==> src/rtl/mem_port_arbiter_if.sv <==
// Bundles the CPU port, loader port and RAM side of mem_port_arbiter.
// slave is the arbiter's view; master is the requesters/RAM view.
interface mem_port_arbiter_if #(
    parameter int DATA_WIDTH = 32,
    parameter int ADDR_WIDTH = 9
);
    logic                  cpu_req;
    logic                  cpu_we;
    logic [ADDR_WIDTH-1:0] cpu_addr;
    logic [DATA_WIDTH-1:0] cpu_wdata;
    logic [DATA_WIDTH-1:0] cpu_rdata;
    logic                  cpu_ack;

    logic                  ld_req;
    logic                  ld_we;
    logic [ADDR_WIDTH-1:0] ld_addr;
    logic [DATA_WIDTH-1:0] ld_wdata;
    logic [DATA_WIDTH-1:0] ld_rdata;
    logic                  ld_ack;
    logic                  ld_lock;

    logic                  busy;
    logic                  mem_enable;
    logic                  mem_read;
    logic                  mem_write;
    logic [ADDR_WIDTH-1:0] mem_addr;
    logic [DATA_WIDTH-1:0] mem_wdata;
    logic [DATA_WIDTH-1:0] mem_rdata;

    modport slave (
        input  cpu_req, cpu_we, cpu_addr, cpu_wdata,
        output cpu_rdata, cpu_ack,
        input  ld_req, ld_we, ld_addr, ld_wdata, ld_lock,
        output ld_rdata, ld_ack,
        output busy, mem_enable, mem_read, mem_write, mem_addr, mem_wdata,
        input  mem_rdata
    );

    modport master (
        output cpu_req, cpu_we, cpu_addr, cpu_wdata,
        input  cpu_rdata, cpu_ack,
        output ld_req, ld_we, ld_addr, ld_wdata, ld_lock,
        input  ld_rdata, ld_ack,
        input  busy, mem_enable, mem_read, mem_write, mem_addr, mem_wdata,
        output mem_rdata
    );
endinterface

==> src/rtl/mem_port_arbiter.sv <==
// Shares one RAM between the CPU and the loader: IDLE/ACCESS/RESP grant FSM
// with round-robin tie-break, loader lock and per-requester held read data.
module mem_port_arbiter #(
    parameter int DATA_WIDTH = 32,
    parameter int ADDR_WIDTH = 9
) (
    input  logic               Clock,
    input  logic               clear,
    mem_port_arbiter_if.slave  io_bus
);
    typedef enum logic [1:0] {
        IDLE   = 2'd0,
        ACCESS = 2'd1,
        RESP   = 2'd2
    } state_t;

    // Grant owner encoding: 0 = CPU, 1 = loader.
    localparam logic GNT_CPU = 1'b0;
    localparam logic GNT_LD  = 1'b1;

    state_t                r_state;
    state_t                w_next;
    logic                  r_owner;
    logic                  r_last_grant;
    logic                  r_we;
    logic [ADDR_WIDTH-1:0] r_addr;
    logic [DATA_WIDTH-1:0] r_wdata;
    logic [DATA_WIDTH-1:0] r_cpu_rdata;
    logic [DATA_WIDTH-1:0] r_ld_rdata;

    logic w_cpu_elig;
    logic w_ld_elig;
    logic w_grant;
    logic w_grant_ld;
    logic w_access;
    logic w_resp;

    assign w_cpu_elig = io_bus.cpu_req & ~io_bus.ld_lock;
    assign w_ld_elig  = io_bus.ld_req;

    always_comb begin
        w_next     = r_state;
        w_grant    = 1'b0;
        w_grant_ld = 1'b0;
        case (r_state)
            IDLE: begin
                if (w_cpu_elig || w_ld_elig) begin
                    w_grant    = 1'b1;
                    // On a tie the requester not granted last time wins.
                    w_grant_ld = w_ld_elig & (~w_cpu_elig | (r_last_grant == GNT_CPU));
                    w_next     = ACCESS;
                end
            end
            ACCESS:  w_next = RESP;
            RESP:    w_next = IDLE;
            default: w_next = IDLE;
        endcase
    end

    always_ff @(posedge Clock) begin
        if (clear) begin
            r_state      <= IDLE;
            r_owner      <= GNT_CPU;
            r_last_grant <= GNT_LD;
            r_we         <= 1'b0;
            r_addr       <= '0;
            r_wdata      <= '0;
            r_cpu_rdata  <= '0;
            r_ld_rdata   <= '0;
        end else begin
            r_state <= w_next;
            if (w_grant) begin
                r_owner      <= w_grant_ld;
                r_last_grant <= w_grant_ld;
                r_we         <= w_grant_ld ? io_bus.ld_we    : io_bus.cpu_we;
                r_addr       <= w_grant_ld ? io_bus.ld_addr  : io_bus.cpu_addr;
                r_wdata      <= w_grant_ld ? io_bus.ld_wdata : io_bus.cpu_wdata;
            end
            if (r_state == ACCESS && !r_we) begin
                if (r_owner == GNT_LD) r_ld_rdata  <= io_bus.mem_rdata;
                else                   r_cpu_rdata <= io_bus.mem_rdata;
            end
        end
    end

    assign w_access = (r_state == ACCESS);
    assign w_resp   = (r_state == RESP);

    assign io_bus.busy       = w_access | w_resp;
    assign io_bus.mem_enable = w_access;
    assign io_bus.mem_read   = w_access & ~r_we;
    assign io_bus.mem_write  = w_access & r_we;
    assign io_bus.mem_addr   = w_access ? r_addr  : '0;
    assign io_bus.mem_wdata  = w_access ? r_wdata : '0;
    assign io_bus.cpu_ack    = w_resp & (r_owner == GNT_CPU);
    assign io_bus.ld_ack     = w_resp & (r_owner == GNT_LD);
    assign io_bus.cpu_rdata  = r_cpu_rdata;
    assign io_bus.ld_rdata   = r_ld_rdata;
endmodule

==> src/flat_wrapper.sv <==
// flat-port wrapper written by rule: the top's interface ports become plain ports
module mem_port_arbiter_flat 
#(
    parameter int DATA_WIDTH = 32,
    parameter int ADDR_WIDTH = 9
)
  (Clock, clear, io_bus_cpu_req, io_bus_cpu_we, io_bus_cpu_addr, io_bus_cpu_wdata, io_bus_cpu_rdata, io_bus_cpu_ack, io_bus_ld_req, io_bus_ld_we, io_bus_ld_addr, io_bus_ld_wdata, io_bus_ld_lock, io_bus_ld_rdata, io_bus_ld_ack, io_bus_busy, io_bus_mem_enable, io_bus_mem_read, io_bus_mem_write, io_bus_mem_addr, io_bus_mem_wdata, io_bus_mem_rdata);
  mem_port_arbiter_if #(.DATA_WIDTH(DATA_WIDTH), .ADDR_WIDTH(ADDR_WIDTH)) io_bus_i ();
  input  logic Clock;
  input  logic clear;
  input wire logic [$bits(io_bus_i.cpu_req)-1:0] io_bus_cpu_req;
  input wire logic [$bits(io_bus_i.cpu_we)-1:0] io_bus_cpu_we;
  input wire logic [$bits(io_bus_i.cpu_addr)-1:0] io_bus_cpu_addr;
  input wire logic [$bits(io_bus_i.cpu_wdata)-1:0] io_bus_cpu_wdata;
  output wire logic [$bits(io_bus_i.cpu_rdata)-1:0] io_bus_cpu_rdata;
  output wire logic [$bits(io_bus_i.cpu_ack)-1:0] io_bus_cpu_ack;
  input wire logic [$bits(io_bus_i.ld_req)-1:0] io_bus_ld_req;
  input wire logic [$bits(io_bus_i.ld_we)-1:0] io_bus_ld_we;
  input wire logic [$bits(io_bus_i.ld_addr)-1:0] io_bus_ld_addr;
  input wire logic [$bits(io_bus_i.ld_wdata)-1:0] io_bus_ld_wdata;
  input wire logic [$bits(io_bus_i.ld_lock)-1:0] io_bus_ld_lock;
  output wire logic [$bits(io_bus_i.ld_rdata)-1:0] io_bus_ld_rdata;
  output wire logic [$bits(io_bus_i.ld_ack)-1:0] io_bus_ld_ack;
  output wire logic [$bits(io_bus_i.busy)-1:0] io_bus_busy;
  output wire logic [$bits(io_bus_i.mem_enable)-1:0] io_bus_mem_enable;
  output wire logic [$bits(io_bus_i.mem_read)-1:0] io_bus_mem_read;
  output wire logic [$bits(io_bus_i.mem_write)-1:0] io_bus_mem_write;
  output wire logic [$bits(io_bus_i.mem_addr)-1:0] io_bus_mem_addr;
  output wire logic [$bits(io_bus_i.mem_wdata)-1:0] io_bus_mem_wdata;
  input wire logic [$bits(io_bus_i.mem_rdata)-1:0] io_bus_mem_rdata;
  assign io_bus_i.cpu_req = io_bus_cpu_req;
  assign io_bus_i.cpu_we = io_bus_cpu_we;
  assign io_bus_i.cpu_addr = io_bus_cpu_addr;
  assign io_bus_i.cpu_wdata = io_bus_cpu_wdata;
  assign io_bus_cpu_rdata = io_bus_i.cpu_rdata;
  assign io_bus_cpu_ack = io_bus_i.cpu_ack;
  assign io_bus_i.ld_req = io_bus_ld_req;
  assign io_bus_i.ld_we = io_bus_ld_we;
  assign io_bus_i.ld_addr = io_bus_ld_addr;
  assign io_bus_i.ld_wdata = io_bus_ld_wdata;
  assign io_bus_i.ld_lock = io_bus_ld_lock;
  assign io_bus_ld_rdata = io_bus_i.ld_rdata;
  assign io_bus_ld_ack = io_bus_i.ld_ack;
  assign io_bus_busy = io_bus_i.busy;
  assign io_bus_mem_enable = io_bus_i.mem_enable;
  assign io_bus_mem_read = io_bus_i.mem_read;
  assign io_bus_mem_write = io_bus_i.mem_write;
  assign io_bus_mem_addr = io_bus_i.mem_addr;
  assign io_bus_mem_wdata = io_bus_i.mem_wdata;
  assign io_bus_i.mem_rdata = io_bus_mem_rdata;
  mem_port_arbiter #(.DATA_WIDTH(DATA_WIDTH), .ADDR_WIDTH(ADDR_WIDTH)) u_core (.Clock(Clock), .clear(clear), .io_bus(io_bus_i));
endmodule
==> config.mk <==
export PLATFORM = sky130hd
export DESIGN_NAME = mem_port_arbiter_flat
export DESIGN_NICKNAME = d
export VERILOG_FILES = /design/src/rtl/mem_port_arbiter_if.sv /design/src/rtl/mem_port_arbiter.sv /design/src/flat_wrapper.sv
export SDC_FILE = /design/constraint.sdc
export NUM_CORES = 1
export LEC_CHECK = 0
export BUFFER_PORTS_ARGS = -buffer_cell sky130_fd_sc_hd__buf_2
export CAP_MARGIN = 20
export CORE_ASPECT_RATIO = 1.75
export CORE_MARGIN = 2
export CORE_UTILIZATION = 48
export CTS_BUF_LIST = sky130_fd_sc_hd__clkbuf_8
export DETAILED_ROUTE_END_ITERATION = 12
export PLACE_DENSITY = 0.82
export SETUP_SLACK_MARGIN = 0.15
export SKIP_LAST_GASP = 1
export SYNTH_ARGS = -nofsm -noshare
export SYNTH_HDL_FRONTEND = slang
export SYNTH_SLANG_ARGS = --single-unit
==> constraint.sdc <==
create_clock -name Clock -period 1.7 [get_ports Clock]
set_input_delay 0.255 -clock Clock [delete_from_list [all_inputs] [get_ports Clock]]
set_output_delay 0.255 -clock Clock [all_outputs]
set_load 0.005 [all_outputs]
# Word level (Yosys, flattened, before mapping)
# Index checks and enable logic that the tools add are counted.
# classes
n_addsub	0
multipliers	0
div_mod_pow	0
magnitude_cmp	0
n_eq_ne	3
shift	0
muxes	11
bitwise_logic	13
n_reduce_logical	6
# ops
operator	count
$mux W32	2
$mux W9	2
$and A1 B1 Y1	6
$mux W1	5
$not A1 Y1	5
$pmux W2 S2	1
$reduce_and A2 Y1	2
$eq A2 B1 Y1 const B	1
$eq A2 B2 Y1 const B	1
$logic_not A2 Y1	1
$mux W2	1
$ne A2 B1 Y1 const B	1
$or A1 B1 Y1	2
$logic_and A1 B1 Y1	1
$logic_not A1 Y1	1
$logic_or A1 B1 Y1	1
# totals
register_bits	110
latchBits	0
mem_bits_rw	0
rom_bits	0
inputBits	121
output_inout_bits	111
elab_cells	41
mem_count	0

# Logic depth before layout (Yosys ltp)
# Gate-level depths: netlist of the first run.
# depth
ltp_word	8
mapped_depth	8
depth_no_buf	6

# Worst setup path before layout of the first run
# No wires, ideal clock.
# synth_path
kind	register -> register
from	reg u_core.r_state[1]
to	reg u_core.r_cpu_rdata[1], in the netlist u_core.io_bus.cpu_rdata[1]
setup_ns	0.072
t_arrival_ns	1.439
required_time_ns	1.628
slack_ns	0.189
stages_incl_launch_ff	8
path_buffers	1
synth_period_minus_slack_ns	1.511
path_cell_list	dfxtp_1 > inv_1 > ha_1 > and2b_4 > nand2b_1 > clkbuf_1 > nand2_1 > a21oi_1
# synth_between
elab_chain_len	3
# synth_rtl
element	line_no	rtl
start, declared	mem_port_arbiter.sv:21	state_t r_state;
start signal, assigned	mem_port_arbiter.sv:71	r_state <= w_next;
$eq A2 B1 Y1	-	
via io_bus_mem_enable	flat_wrapper.sv:25	output wire logic [$bits(io_bus_i.mem_enable)-1:0] io_bus_mem_enable;
$logic_and A1 B1 Y1	mem_port_arbiter.sv:79	if (r_state == ACCESS && !r_we) begin
$reduce_and A2 Y1 (no source line)	-	
end signal, assigned	mem_port_arbiter.sv:81	else r_cpu_rdata <= io_bus.mem_rdata;
end, declared	mem_port_arbiter.sv:28	logic [DATA_WIDTH-1:0] r_cpu_rdata;
# The timed path passes the listed nets, and every way through them passes these cells.
# A chain may end at the register's enable or synchronous reset.

# Worst setup path in the final report of the first run
# layout_path
from	reg u_core.r_state[1]
to	out io_bus_mem_addr[4]
# layout_between
elab_chain_len	2
# layout_rtl
element	line_no	rtl
$eq A2 B1 Y1	mem_port_arbiter.sv:86	assign w_access = (r_state == ACCESS);
$mux W9	mem_port_arbiter.sv:93	assign io_bus.mem_addr = w_access ? r_addr : '0;
end, declared	flat_wrapper.sv:28	output wire logic [$bits(io_bus_i.mem_addr)-1:0] io_bus_mem_addr;
# Every way passes these cells.

==> qor.yml, run 1 <==
grt-ovfl-total: 0
fin_crit_sh: 0.972
p_leak_uw: 0.00298
path_max_fanout: 20
netlist_area_um2: 4980
power_switching_uw: 1890
synthTopCellsByCount: "171 x nand2_1, 110 x dfxtp_1, 69 x a21oi_1, 44 x and2_1, 44 x nor2_1"
dpl_worst_slack_ns: 0.0517
ys_seq_area_frac: 0.442
p_comb_frac: 0.253
dp_hpwl_um: 9310
crit_chain: "inv_2, ha_4, buf_12, and2_1, buf_2"
hold_viol: 0
powerDensity_nw_per_um2: 916
grt_setup_unrepaired: "true"
ff2ff_setup_slack_ns: 0.11
required_ns: 1.44
dieArea_um2: 11200
grt_usage: 0.231
worst-path-buf-inv: 3
cts_tree: "built"
clock_path_buffers: 2
outcome: "complete, no violations"
setup_ws_ns: 0.0470
min_path_type: "in2reg"
start_kind: "flop"
n_fill_cell: 908
postCtsHoldBufs: 0
ys_async_sr_fraction: 0
regArea_um2: 2210
h-tree-depth: 3
p_total_uw: 5990
placed_cell_area_um2: 6250
cts_sinks: 110
synth_largest_area_cell: "dfxtp_1"
crit_type: "reg2out"
synth-seq-cells: 110
synth_area_leaders: "dfxtp_1 44%, nand2_1 13%, a211oi_2 9.5%, a21oi_1 6.9%, a21oi_2 6.7%"
max_stage_delay_ns: 0.35
finalSetupViolCount: 0
port_buffers: 231
slew_violations: 0
cp.arrival_ns: 1.40
skew_ns: 0.0195
avgSynthCellArea_um2: 8.48
gp_congestion: 0.795
synth_edf_count: 0
cp_slowest_cell: "dfxtp_2"
slew_headroom: 0.760
crit_path_end_kind: "output port"
dieWidth_um: 81.0
fin_area_um2: 6540
synth_cell_types: 29
final_util: 0.642
clock-root-buffer: "clkbuf_8"
initial_core_util: 0.490
hold_ws_ns: 0.110
grt_pass1_wl_um: 20800
grt_max_degree: 66
critPathTopFamily: "flip-flops"
placement_rows: 49
worst_pin_slew_ns: 0.361
netlist_instances: 588
p_seq_frac: 0.484
layout.nets: 926
p_clk_frac: 0.263
fmax_ghz: 0.605
drive_gt1_frac: 0.443
multiInputGateArea_um2: 2480
ant_nets: 0
vias_per_cell: 5.06
ios: 232
synth_most_common_cell: "nand2_1"
drc: 0
core_area_um2: 10200
yosysWarnings: 0
grt_pass1_vias: 4507
routed-via-count: 4717
synth_flop_cell: "dfxtp_1"
syn-num-nets: 713
peakVddDrop_v: 0.000708
clk-insertion-delay-late_ns: 0.38
max_cap_viol_count: 0
power.internal_uw: 4090
syn2layout_area_growth_pct: 31.1
wl_per_cell_um: 14.0
dr.pass1.iters: 4
fp.dieH_um: 139
yosysTopAreaCellShare: 0.442
clk_pin_slew_worst_paths_ns: 0.12
switching_share: 0.316
antenna_found_initial: 0
routed_wl_um: 13100
cts_buffers: 9
fin_crit_ns: 1.65
first_iter_violations: 131
diodes: 0
[layout make-up]
cell class                      instances  share of cell area
Clock buffer                           10              0.0211
Clock inverter                          6             0.00938
Inverter                                2             0.00115
Multi-Input combinational cell        427               0.380
Sequential cell                       110               0.338
Tap cell                              127              0.0243
Timing Repair Buffer                  251               0.227
[power groups by stage]
stage	clock network, µW	logic [µW]	registers (µW)
after global routing	1730	1680	2920
final	1570	1520	2900
after floorplan	0	988	2940
after CTS	1620	1510	2900
after global placement	0	1460	2940
after detailed placement	0	1480	2950
[worst min-delay path: stages]
cell and delay, ns:
buf_2 0.10, nand2_1 0.05, a21oi_1 0.05
[cells in the final DEF, fill, tap and decap left out, drive strengths merged]
cell      synthesis  final
o21a              1      1
a21oi           107    107
inv               2      5
dfxtp           110    110
nand3             1      1
nor3b             2      2
clkinv            0      2
buf              24    250
nor2             44     44
and3              1      1
o21ai             1      1
a211oi           42     42
nor3              1      1
clkinvlp          0      1
and2b             2      2
and2             44     44
a211o             1      1
clkbuf           25     11
mux2i             1      1
nor2b             2      2
nand2           171    171
ha                4      4
nand2b            1      1
nand3b            1      1
[cell families (layout without fill, tap and decap cells)]
kind of cell	count (synthesis)	count (layout)	share of synthesized area
simple gates	270	270	0.235
compound gates	152	152	0.244
flops	110	110	0.442
buf+inv	51	269	0.0675
fa+ha+maj	4	4	0.0100
mux	1	1	0.00201
[state kept, by name, indices dropped and copies added, names as in the netlist]
| register | count |
|---|---|
| u_core.r_we | 1 |
| u_core.r_state | 2 |
| u_core.r_wdata | 32 |
| u_core.io_bus.ld_rdata | 32 |
| u_core.io_bus.cpu_rdata | 32 |
| u_core.r_last_grant | 1 |
| u_core.r_owner | 1 |
| u_core.r_addr | 9 |
[timing repair]
| item | 4_1_cts | 5_1_grt |
|---|---|---|
| endpoints found under the hold margin | 0 | 0 |
| cloned | 0 | 1 |
| resized for setup | 12 | 9 |
| setup buffers | 1 | 0 |
| setup endpoints to repair | 92 | 108 |
[worst paths after layout]
check                                                 from                                  endpoint  cells past startpoint
hold / removal                         io_bus_mem_rdata[6]   u_core.io_bus.cpu_rdata[6]$_SDFFE_PP0P_                      3
setup / recovery            u_core.r_state[1]$_SDFFE_PP0P_                        io_bus_mem_addr[4]                      5
setup reg to reg            u_core.r_state[0]$_SDFFE_PP0P_           u_core.r_wdata[29]$_SDFFE_PP0P_                      6
hold reg to reg   u_core.io_bus.cpu_rdata[30]$_SDFFE_PP0P_  u_core.io_bus.cpu_rdata[30]$_SDFFE_PP0P_                      2
[metrics by stage]
stage               TNS [ns]  std cells
detailed placement         0        915
finish                     0        933
global placement           0        915
global route         -0.0258        933
CTS                        0        932
floorplan                  0        588
[layer usage]
layer  track usage  wire length, µm  up-vias
met4        0.0803              253        0
met5             0                0        -
met1         0.264             5140     2157
met3        0.0684             1130       24
met2         0.400             6570      181
li1              -                -     2355
Power figures use the tool's default switching activity.
==> inputs of run 2 (changes only) <==
--- a/config.mk
+++ b/config.mk
@@ -7,13 +7,13 @@
 export LEC_CHECK = 0
 export BUFFER_PORTS_ARGS = -buffer_cell sky130_fd_sc_hd__buf_2
 export CAP_MARGIN = 20
+export CELL_PAD_IN_SITES_DETAIL_PLACEMENT = 1
+export CELL_PAD_IN_SITES_GLOBAL_PLACEMENT = 1
 export CORE_ASPECT_RATIO = 1.75
-export CORE_MARGIN = 2
-export CORE_UTILIZATION = 48
+export CORE_UTILIZATION = 34
 export CTS_BUF_LIST = sky130_fd_sc_hd__clkbuf_8
 export DETAILED_ROUTE_END_ITERATION = 12
-export PLACE_DENSITY = 0.82
-export SETUP_SLACK_MARGIN = 0.15
+export PLACE_DENSITY_LB_ADDON = 0.1
 export SKIP_LAST_GASP = 1
 export SYNTH_ARGS = -nofsm -noshare
 export SYNTH_HDL_FRONTEND = slang
==> qor.yml, run 2 (same netlist as run 1, synthesis figures left out) <==
antenna_found_initial: 0
fin_crit_ns: 1.71
fmax_ghz: 0.585
max_cap_viol_count: 0
drc: 0
dr.pass1.iters: 4
worst_pin_slew_ns: 0.496
placement_rows: 58
grt_pass1_wl_um: 24500
grt.met3_usage: 0.0379
layout_common_cells: "229 x buf_2, 171 x nand2_1, 108 x dfxtp_1"
syn2layout_area_growth_pct: 35.3
dpl_worst_slack_ns: -0.175
clock_path_buffers: 2
diodes: 0
port_buffers: 231
hold_viol: 0
layout.nets: 935
clock-root-buffer: "clkbuf_8"
finalSetupViolCount: 6
setup_ws_ns: -0.00879
crit_type: "reg2out"
initial_core_util: 0.347
skew_ns: 0.0164
drive_gt1_frac: 0.449
fin_crit_sh: 1.01
cp.arrival_ns: 1.45
crit_path_end_kind: "output port"
grt_max_degree: 52
violations: "negative setup slack"
dieWidth_um: 93.5
grt_setup_unrepaired: "true"
routed_wl_um: 15900
cts_tree: "built"
dieArea_um2: 15200
dp_hpwl_um: 11500
peakVddDrop_v: 0.000531
start_kind: "flop"
clk-insertion-delay-late_ns: 0.37
final_common_cell: "buf_2"
grt_usage: 0.206
slew_violations: 0
grt-ovfl-total: 0
grtUsageMet1: 0.221
cts_sinks: 110
required_ns: 1.44
fp.dieH_um: 162
gr-usage-met2: 0.394
vias_per_cell: 4.86
wl_per_cell_um: 16.0
min_path_type: "in2reg"
slew_headroom: 0.668
p_leak_uw: 0.00305
ant_nets: 0
outcome: "finished with violations"
gp_congestion: 0.787
n_fill_cell: 1825
path_max_fanout: 11
cts_buffers: 9
h-tree-depth: 3
grt_pass1_vias: 5031
hold_ws_ns: 0.117
powerDensity_nw_per_um2: 928
placed_cell_area_um2: 6390
core_area_um2: 14400
top_usage_layer: "met2"
clk_pin_slew_worst_paths_ns: 0.12
regArea_um2: 2200
multiInputGateArea_um2: 2480
fin_area_um2: 6750
ios: 232
first_iter_violations: 108
routed-via-count: 4839
-- run 2: cell count changes in the layout (fill, tap and decap cells not counted), sizes merged --
cell      change
clkinvlp      -1
bufinv        +1
clkinv        +1
buf           +8
-- run 2: metal layers --
metal / up-vias / part of all wire
li1: 2377 / -
met1: 2301 / 0.38
met2: 146 / 0.55
met3: 15 / 0.054
met4: 0 / 0.019
met5: - / 0
-- run 2: area by class of cell --
| class | instances | area share |
|---|---|---|
| clock buffers | 9 | 0.0184 |
| inverters | 2 | 0.00111 |
| clock inverters | 7 | 0.0130 |
| flip-flops and latches | 110 | 0.327 |
| well taps | 180 | 0.0334 |
| repair buffers | 260 | 0.239 |
| multi-input cells | 427 | 0.368 |
-- run 2: stage by stage --
stage / setup TNS (ns) / total power [µW] / util / cells
after floorplan: 0 / 3930 / - / 588
after global placement: -0.761 / 4470 / 0.445 / 976
after detailed placement: -2.87 / 4530 / 0.445 / 976
after CTS: -0.279 / 6310 / 0.465 / 994
after global routing: -2.55 / 6590 / 0.469 / 995
final: -0.0183 / 6260 / 0.469 / 995
-- run 2: path summary, 6_finish.rpt --
kind,from,end,slack (ns),cells after the start
min reg2reg,u_core.io_bus.cpu_rdata[28]$_SDFFE_PP0P_,u_core.io_bus.cpu_rdata[28]$_SDFFE_PP0P_,0.46,2
max,u_core.r_state[1]$_SDFFE_PP0P_,io_bus_mem_addr[3],-0.009,5
max reg2reg,u_core.r_state[0]$_SDFFE_PP0P_,u_core.r_wdata[21]$_SDFFE_PP0P_,0.13,7
min,io_bus_mem_rdata[19],u_core.io_bus.ld_rdata[19]$_SDFFE_PP0P_,0.12,3
-- run 2: critical path, stage by stage, from the launching register on --
cell	delay (ns)
dfxtp_2	0.34
inv_2	0.07
ha_4	0.24
buf_12	0.16
and2_1	0.16
buf_2	0.12
-- run 2: repair_timing --
item,CTS,global route
endpoints found under the setup margin,89,83
resized for setup,9,7
gates cloned,1,2
hold buffers,0,0
setup buffers,1,0
pin swaps,0,1
-- run 2: power breakdown --
part | total [µW] | switching (µW) | internal [µW]
clock network | 1710 | 988 | 717
registers | 2900 | 101 | 2800
logic | 1650 | 894 | 760
